## src/rtl/pipe_trace_buffer.sv

```systemverilog
// rtl/pipe_trace_buffer.sv - fetch-stream trace capture around a trigger PC
// Circular {pc, instr} buffer: overwrite-oldest while capturing, show-ahead drain when idle/done.
module pipe_trace_buffer #(
  parameter int DEPTH = 16,
  parameter int POST  = 4
) (
  input  logic                     clk,
  input  logic                     reset,
  input  logic                     arm,
  input  logic                     abort,
  input  logic [31:0]              trig_pc,
  input  logic                     cap_valid,
  input  logic [31:0]              cap_pc,
  input  logic [31:0]              cap_instr,
  input  logic                     rd_ready,
  output logic                     rd_valid,
  output logic [31:0]              rd_pc,
  output logic [31:0]              rd_instr,
  output logic [$clog2(DEPTH):0]   count,
  output logic                     done,
  output logic                     overflow,
  output logic [1:0]               state
);

  localparam int AW = $clog2(DEPTH);
  localparam logic [1:0] S_IDLE  = 2'd0;
  localparam logic [1:0] S_ARMED = 2'd1;
  localparam logic [1:0] S_POST  = 2'd2;
  localparam logic [1:0] S_DONE  = 2'd3;
  localparam logic [AW:0]   DEPTH_C = DEPTH[AW:0];
  localparam logic [AW-1:0] POST_C  = POST[AW-1:0];
  localparam logic [AW-1:0] ONE_C   = {{(AW-1){1'b0}}, 1'b1};

  logic [63:0]   mem_q [DEPTH];
  logic [1:0]    state_q, state_d;
  logic [AW-1:0] wr_ptr_q, wr_ptr_d;
  logic [AW-1:0] rd_ptr_q, rd_ptr_d;
  logic [AW:0]   count_q, count_d;
  logic          overflow_q, overflow_d;
  logic [AW-1:0] post_cnt_q, post_cnt_d;
  logic          wr_en;
  logic          capturing;

  assign capturing = (state_q == S_ARMED) || (state_q == S_POST);
  assign rd_valid  = (count_q != '0) && ((state_q == S_IDLE) || (state_q == S_DONE));
  assign rd_pc     = mem_q[rd_ptr_q][63:32];
  assign rd_instr  = mem_q[rd_ptr_q][31:0];
  assign count     = count_q;
  assign done      = (state_q == S_DONE);
  assign overflow  = overflow_q;
  assign state     = state_q;

  always_comb begin
    state_d    = state_q;
    wr_ptr_d   = wr_ptr_q;
    rd_ptr_d   = rd_ptr_q;
    count_d    = count_q;
    overflow_d = overflow_q;
    post_cnt_d = post_cnt_q;
    wr_en      = 1'b0;
    if (abort && capturing) begin
      state_d = S_IDLE;
    end else if (arm) begin
      state_d    = S_ARMED;
      wr_ptr_d   = '0;
      rd_ptr_d   = '0;
      count_d    = '0;
      overflow_d = 1'b0;
      post_cnt_d = '0;
    end else if (capturing && cap_valid) begin
      wr_en    = 1'b1;
      wr_ptr_d = wr_ptr_q + 1'b1;
      // A full buffer drops its oldest entry so the newest history is kept.
      if (count_q == DEPTH_C) begin
        rd_ptr_d   = rd_ptr_q + 1'b1;
        overflow_d = 1'b1;
      end else begin
        count_d = count_q + 1'b1;
      end
      if (state_q == S_ARMED) begin
        if (cap_pc == trig_pc) begin
          post_cnt_d = POST_C;
          state_d    = (POST == 0) ? S_DONE : S_POST;
        end
      end else begin
        post_cnt_d = post_cnt_q - 1'b1;
        if (post_cnt_q == ONE_C) state_d = S_DONE;
      end
    end else if (rd_valid && rd_ready) begin
      rd_ptr_d = rd_ptr_q + 1'b1;
      count_d  = count_q - 1'b1;
    end
  end

  always_ff @(posedge clk or negedge reset) begin
    if (!reset) begin
      state_q    <= S_IDLE;
      wr_ptr_q   <= '0;
      rd_ptr_q   <= '0;
      count_q    <= '0;
      overflow_q <= 1'b0;
      post_cnt_q <= '0;
    end else begin
      state_q    <= state_d;
      wr_ptr_q   <= wr_ptr_d;
      rd_ptr_q   <= rd_ptr_d;
      count_q    <= count_d;
      overflow_q <= overflow_d;
      post_cnt_q <= post_cnt_d;
    end
  end

  always_ff @(posedge clk) begin
    if (wr_en) mem_q[wr_ptr_q] <= {cap_pc, cap_instr};
  end

endmodule
```

## config.mk

```make
export PLATFORM = sky130hd
export DESIGN_NAME = pipe_trace_buffer
export DESIGN_NICKNAME = d
export VERILOG_FILES = /design/src/rtl/pipe_trace_buffer.sv
export SDC_FILE = /design/constraint.sdc
export NUM_CORES = 1
export LEC_CHECK = 0
export ABC_CLOCK_PERIOD_IN_PS = 7500
export CAP_MARGIN = 5
export CORE_ASPECT_RATIO = 0.7
export CORE_UTILIZATION = 45
export CTS_CLUSTER_SIZE = 10
export DETAILED_ROUTE_END_ITERATION = 12
export GPL_TIMING_DRIVEN = 1
export PLACE_DENSITY = 0.65
export SLEW_MARGIN = 30
export SYNTH_ARGS = -nofsm -noshare
export SYNTH_HDL_FRONTEND = slang
export SYNTH_SLANG_ARGS = --single-unit
```

## constraint.sdc

```tcl
create_clock -name clk -period 7.5 [get_ports clk]
set_clock_uncertainty 0.05 [all_clocks]
set_input_delay 0.75 -clock clk [delete_from_list [all_inputs] [get_ports clk]]
set_output_delay 0.75 -clock clk [all_outputs]
set_load 0.005 [all_outputs]
```

; ---- Word level (Yosys, flattened, before mapping)
; Memory sizes are Yosys's and may differ from the RTL's.
; Index checks and enable logic that the tools add are counted.
[totals]
output_inout_bits = 74
reg_bits = 20
n_memories = 1
wordCells = 70
mem_bits_rw = 1024
[mem_list]
columns = name, depth, word_bits, read_ports, rd_clocked_by_memory_dff, write_ports, line
row1 = mem_q, 16, 64, 1, 0, 1, 34  ; logic [63:0] mem_q [DEPTH];
[op_classes]
n_reduce_logical = 19
n_eq_ne = 10
add_sub_neg = 5
n_bitwise = 1
muxes = 28
[ops]
columns = operator, n
row1 = two-way mux 4 bit, 10
row2 = equality test 32 bit, 1
row3 = two-way mux 5 bit, 4
row4 = AND reduction 3 bit, 5
row5 = two-way mux 2 bit, 6
row6 = adder 4 x 1 -> 4 bit (second input constant), 2
row7 = two-way mux 1 bit, 8
row8 = != test 3 x 2 -> 1 bit (second input constant), 2
row9 = nonzero test 3 bit, 2
row10 = adder 5 x 1 -> 5 bit (second input constant), 1
row11 = equality test 5 bit (second input constant), 1
row12 = nonzero test 5 bit, 1
row13 = subtractor 5 x 1 -> 5 bit (second input constant), 1
row14 = equality test 2 bit (second input constant), 2
row15 = equality test 4 x 1 -> 1 bit (second input constant), 1
row16 = logical AND 1 bit, 4
row17 = != test 4 x 2 -> 1 bit (second input constant), 1
row18 = nonzero test 2 bit, 2
row19 = nonzero test 4 bit, 1
row20 = subtractor 4 x 1 -> 4 bit (second input constant), 1
row21 = != test 3 bit (second input constant), 1
row22 = equality test 2 x 1 -> 1 bit (second input constant), 1
row23 = zero test 2 bit, 1
row24 = logical OR 1 bit, 2
row25 = other kinds (2), 2

; ---- Longest topological paths before layout
[logic_depth]
depth_word = 8
depth_mapped = 10
ltp_nobuf = 10

; ---- Worst setup path after synthesis
; No wires, ideal clock.
[synth_path]
path_type = flip-flop to flip-flop
startpoint = register state_q[1], in the netlist state[1]
endpoint = memory mem_q[1][0] (enable)
path_buffers = 1
synth_period_minus_slack_ns = 8.388
required_time_ns = 6.806
stages_incl_launch_ff = 8
arrival_time_ns = 7.694
setup_ns = 0.644
path_slack_ns = -0.888
cell_sequence = dfrtp_1 inv_1 ha_1 nor2b_1 inv_2 or3_1 clkbuf_1 nor4_1
[synth_via]
elab_chain_cells = 8
elab_cells_between_ends = 10
classes_between = eq/ne (2) / mux (5) / reduce/logical (3)
[synth_lines]
columns = element, line
row1 = from (decl), 35  ; logic [1:0] state_q, state_d;
row2 = from (signal assigned), 104  ; state_q <= state_d;
row3 = equality test 2 x 1 -> 1 bit or equality test 2 bit (tied branches), 44  ; assign capturing = (state_q == S_ARMED) || (state_q == S_POST);
row4 = logical OR 1 bit (*), 44
row5 = logical AND 1 bit, 70  ; end else if (capturing && cap_valid) begin
row6 = two-way mux 1 bit, 70
row7 = two-way mux 1 bit, 63  ; end else if (arm) begin
row8 = two-way mux 1 bit (*), 61  ; if (abort && capturing) begin
row9 = two-way mux 1 bit (*), 114  ; if (wr_en) mem_q[wr_ptr_q] <= {cap_pc, cap_instr};
row10 = two-way mux 1 bit (implied by the code) (*), 114
row11 = to (decl), 34
; Every way passes the cells marked *; elsewhere a longest branch is shown, timed or not.

; ---- Worst setup path in the final report
[layout_path]
startpoint = register rd_ptr_q[0]
endpoint = output rd_pc[28]
[layout_via]
elab_chain_cells = 1
[layout_lines]
columns = element, line
row1 = from (decl), 37  ; logic [AW-1:0] rd_ptr_q, rd_ptr_d;
row2 = from (signal assigned), 106  ; rd_ptr_q <= rd_ptr_d;
row3 = memory (16 x 64 bit), -
row4 = to (decl), 17  ; output logic [31:0] rd_pc,
; Every way passes these cells.

==> results.sh <==
export IMPL_start_kind="register"
export IMPL_hp_class="reg -> reg"
export IMPL_rsz0062_at_grt="false"
export IMPL_track_usage=0.196
export IMPL_relSlewSlack=0.380
export IMPL_hold_viol_final=0
export IMPL_regToRegStartpoint="state[1]"
export IMPL_ff_latch_area_mm2=0.0313
export IMPL_fmax_ghz=0.205
export IMPL_critPathMostFrequentCell="mux4_2"
export IMPL_grt_pass1_wl_um=129000
export IMPL_layout_min_cycle_time_ns=4.88
export IMPL_crit_path_max_incr_delay_ns=0.99
export IMPL_utilization=0.527
export IMPL_cts_root_buffer="clkbuf_16"
export IMPL_grt_pass1_vias=19000
export IMPL_power_leakage_nw=14.2
export IMPL_r2r_setup_slack_ns=3.29
export IMPL_numPortBuffers=175
export IMPL_crit_path_top_delay_cell="dfrtp_4"
export IMPL_reg2reg_to="mem_q[12][27]"
export IMPL_initial_core_util=0.455
export IMPL_hp_start="wr_ptr_q[0]"
export IMPL_crit_path_cell_trace="buf_12 > mux4_2 > mux4_2 > clkdlybuf4s50_1"
export IMPL_cts_buffers_inserted=115
export IMPL_vias=18000
export IMPL_crit_required_ns=6.70
export IMPL_ys_seq_elements=1044
export IMPL_synth_top_area_frac=0.766
export IMPL_final_cells=3051
export IMPL_crit_arrival_ns=4.08
export IMPL_power_density_mw_per_mm2=327
export IMPL_grt_antenna_before_repair=5
export IMPL_slew_violations=0
export IMPL_path_max_fanout=84
export IMPL_vias_per_cell=5.90
export IMPL_maxCapViolations=0
export IMPL_num_antenna_cells=0
export IMPL_drt_first_pass_iters=5
export IMPL_vdd_drop_max_v=0.000205
export IMPL_min_period_over_period=0.650
export IMPL_crit_end="rd_pc[28]"
export IMPL_placeableCoreArea_mm2=0.0882
export IMPL_grt_max_degree=97
export IMPL_drive_gt1_frac=0.270
export IMPL_outcome="completed"
export IMPL_worst_slew_pin_transition_ns=0.927
export IMPL_cts_buffer_depth=3
export IMPL_ys_types=43
export IMPL_dp_hpwl_um=46800
export IMPL_postRouteAntennaNets=0
export IMPL_gp_congestion=0.738
export IMPL_dp_cells=2917
export IMPL_synth_area_mm2=0.0401
export IMPL_clock_sinks=1044
export IMPL_yosys_top_cells_area="edfxtp_1 77%, mux4_2 18%, dfrtp_1 1.2%"
export IMPL_multi_input_area_mm2=0.00847
export IMPL_die_w_um=359
export IMPL_fp_dieArea_mm2=0.0904
export IMPL_hold_ws_ns=0.525
export IMPL_post_route_drc_count=0
export IMPL_rows=91
export IMPL_cts_tree="yes"
export IMPL_path_class="reg -> out"
export IMPL_ys_seq_area_frac=0.779
export IMPL_clkSlewWorstSetupHoldPaths_ns=0.06
export IMPL_startpoint="rd_ptr_q[0]"
export IMPL_num_io_pins=176
export IMPL_synth_warnings=0
export IMPL_rr_worst_depth=8
export IMPL_synthCells=1623
export IMPL_final_setup_viol_count=0
export IMPL_syn_avg_cell_area_um2=24.7
export IMPL_fp_dieH_um=252
export IMPL_grt_overflow=0
export IMPL_syn_nets=1738
export IMPL_fin_total_pwr_w=0.0152
export IMPL_synth_edf_count=1024
export IMPL_nFillCells=6595
export IMPL_drt_iter0_markers=1836
export IMPL_synth_main_ff_cell="edfxtp_1"
export IMPL_cts_max_level=3
export IMPL_routedWlPerCell_um=28.5
export IMPL_synth_largest_area_cell="edfxtp_1"
export IMPL_clk_latency_ns=0.68
export IMPL_area_delta_synth_final_pct=15.8
export IMPL_nets=1989
export IMPL_routed_wirelength_um=87100
export IMPL_end_kind="output port"
export IMPL_async_reset_ff_frac=0.0192
routing by layer:
metal,vias up,global-route usage,part of all wire
met5,-,0,0.00025
met2,641,0.302,0.47
met3,127,0.0401,0.069
li1,7477,-,-
met1,9746,0.288,0.44
met4,4,0.0515,0.021
metrics by stage:
stage / TNS, ns / worst slack, ns / area [um^2]
6_report: 0 / 2.62 / 46500
5_1_grt: 0 / 2.36 / 46500
3_3_place_gp: 0 / 2.89 / 43300
2_1_floorplan: -227.36 / -0.888 / 40100
3_5_place_dp: 0 / 2.89 / 43400
4_1_cts: 0 / 2.46 / 46500
how the worst min path moves through the flow:
stage                       end  slack [ns]  depth (start not counted)
floorplan              count[0]        0.40                          0
global placement    wr_ptr_q[0]        0.48                          1
detailed placement     overflow        0.49                          2
CTS                    overflow        0.52                          2
global route           count[1]        0.53                          2
finish              wr_ptr_q[0]        0.52                          1
cell families after synthesis:
group                    count (synthesis)  synth area share
AO/OA/AOI/OAI                           41           0.00664
XOR/XNOR                                36           0.00786
adder cells (fa/ha/maj)                 13           0.00424
buffers and inverters                   93            0.0127
flip-flops                            1044             0.779
multiplexers                           325             0.181
AND/OR/NAND/NOR                         71           0.00910
registers in the layout, indices dropped and copies added (netlist names):
signal / cells
rd_ptr_q: 4
post_cnt_q: 4
wr_ptr_q: 4
mem_q: 1024
count: 5
state: 2
overflow: 1
timing repair:
action	in CTS	in global routing
hold buffers	0	1
buffers inserted	0	0
hold endpoints to repair	0	16
resized for setup	0	0
where the power goes:
part / leakage, nW / total (W) / internal (W) / switching (W)
clock network: 1.50 / 0.00485 / 0.00276 / 0.00209
logic: 3.25 / 0.00367 / 0.00205 / 0.00162
registers: 9.46 / 0.00667 / 0.00651 / 0.000155
area by class of cell:
type / instances / area share
clock inverter: 9 / 0.00312
timing repair buffer: 214 / 0.0467
clock buffer: 123 / 0.0630
sequential: 1044 / 0.673
inverter: 13 / 0.00105
multi-input combinational: 486 / 0.182
tap: 1162 / 0.0313
cells in the final DEF, fill, tap and decap left out, drive strengths merged, types with 2 or more instances in the layout:
cell	n
nor3	7
xor2	34
a21oi	12
o31ai	3
nand3	8
and3	5
edfxtp	1024
mux2	4
xnor2	2
clkdlybuf4s50	174
nand4	2
a21o	2
mux4	320
o311a	2
a22oi	2
nor2	18
o211ai	2
inv	18
buf	39
nand2	7
dfrtp	20
a31o	2
o21ai	11
nor2b	4
nor4	15
clkbuf	123
clkinv	3
ha	12
or4	2
synth_stat cells (11+ instances only):
master	instances
xor2_1	34
nor2_1	18
buf_4	11
nor4_1	15
ha_1	12
buf_6	14
dfrtp_1	20
buf_1	11
edfxtp_1	1024
mux4_2	320
a21oi_1	12
inv_1	12
clkbuf_1	34
critical path: cells and delay by family, from the launching register on:
kind,cells,cell delay [ns]
flip-flops,1,0.99
multiplexers,2,1.21
buffers and inverters,2,1.10
Note: power is estimated with default switching activity, not from simulation.
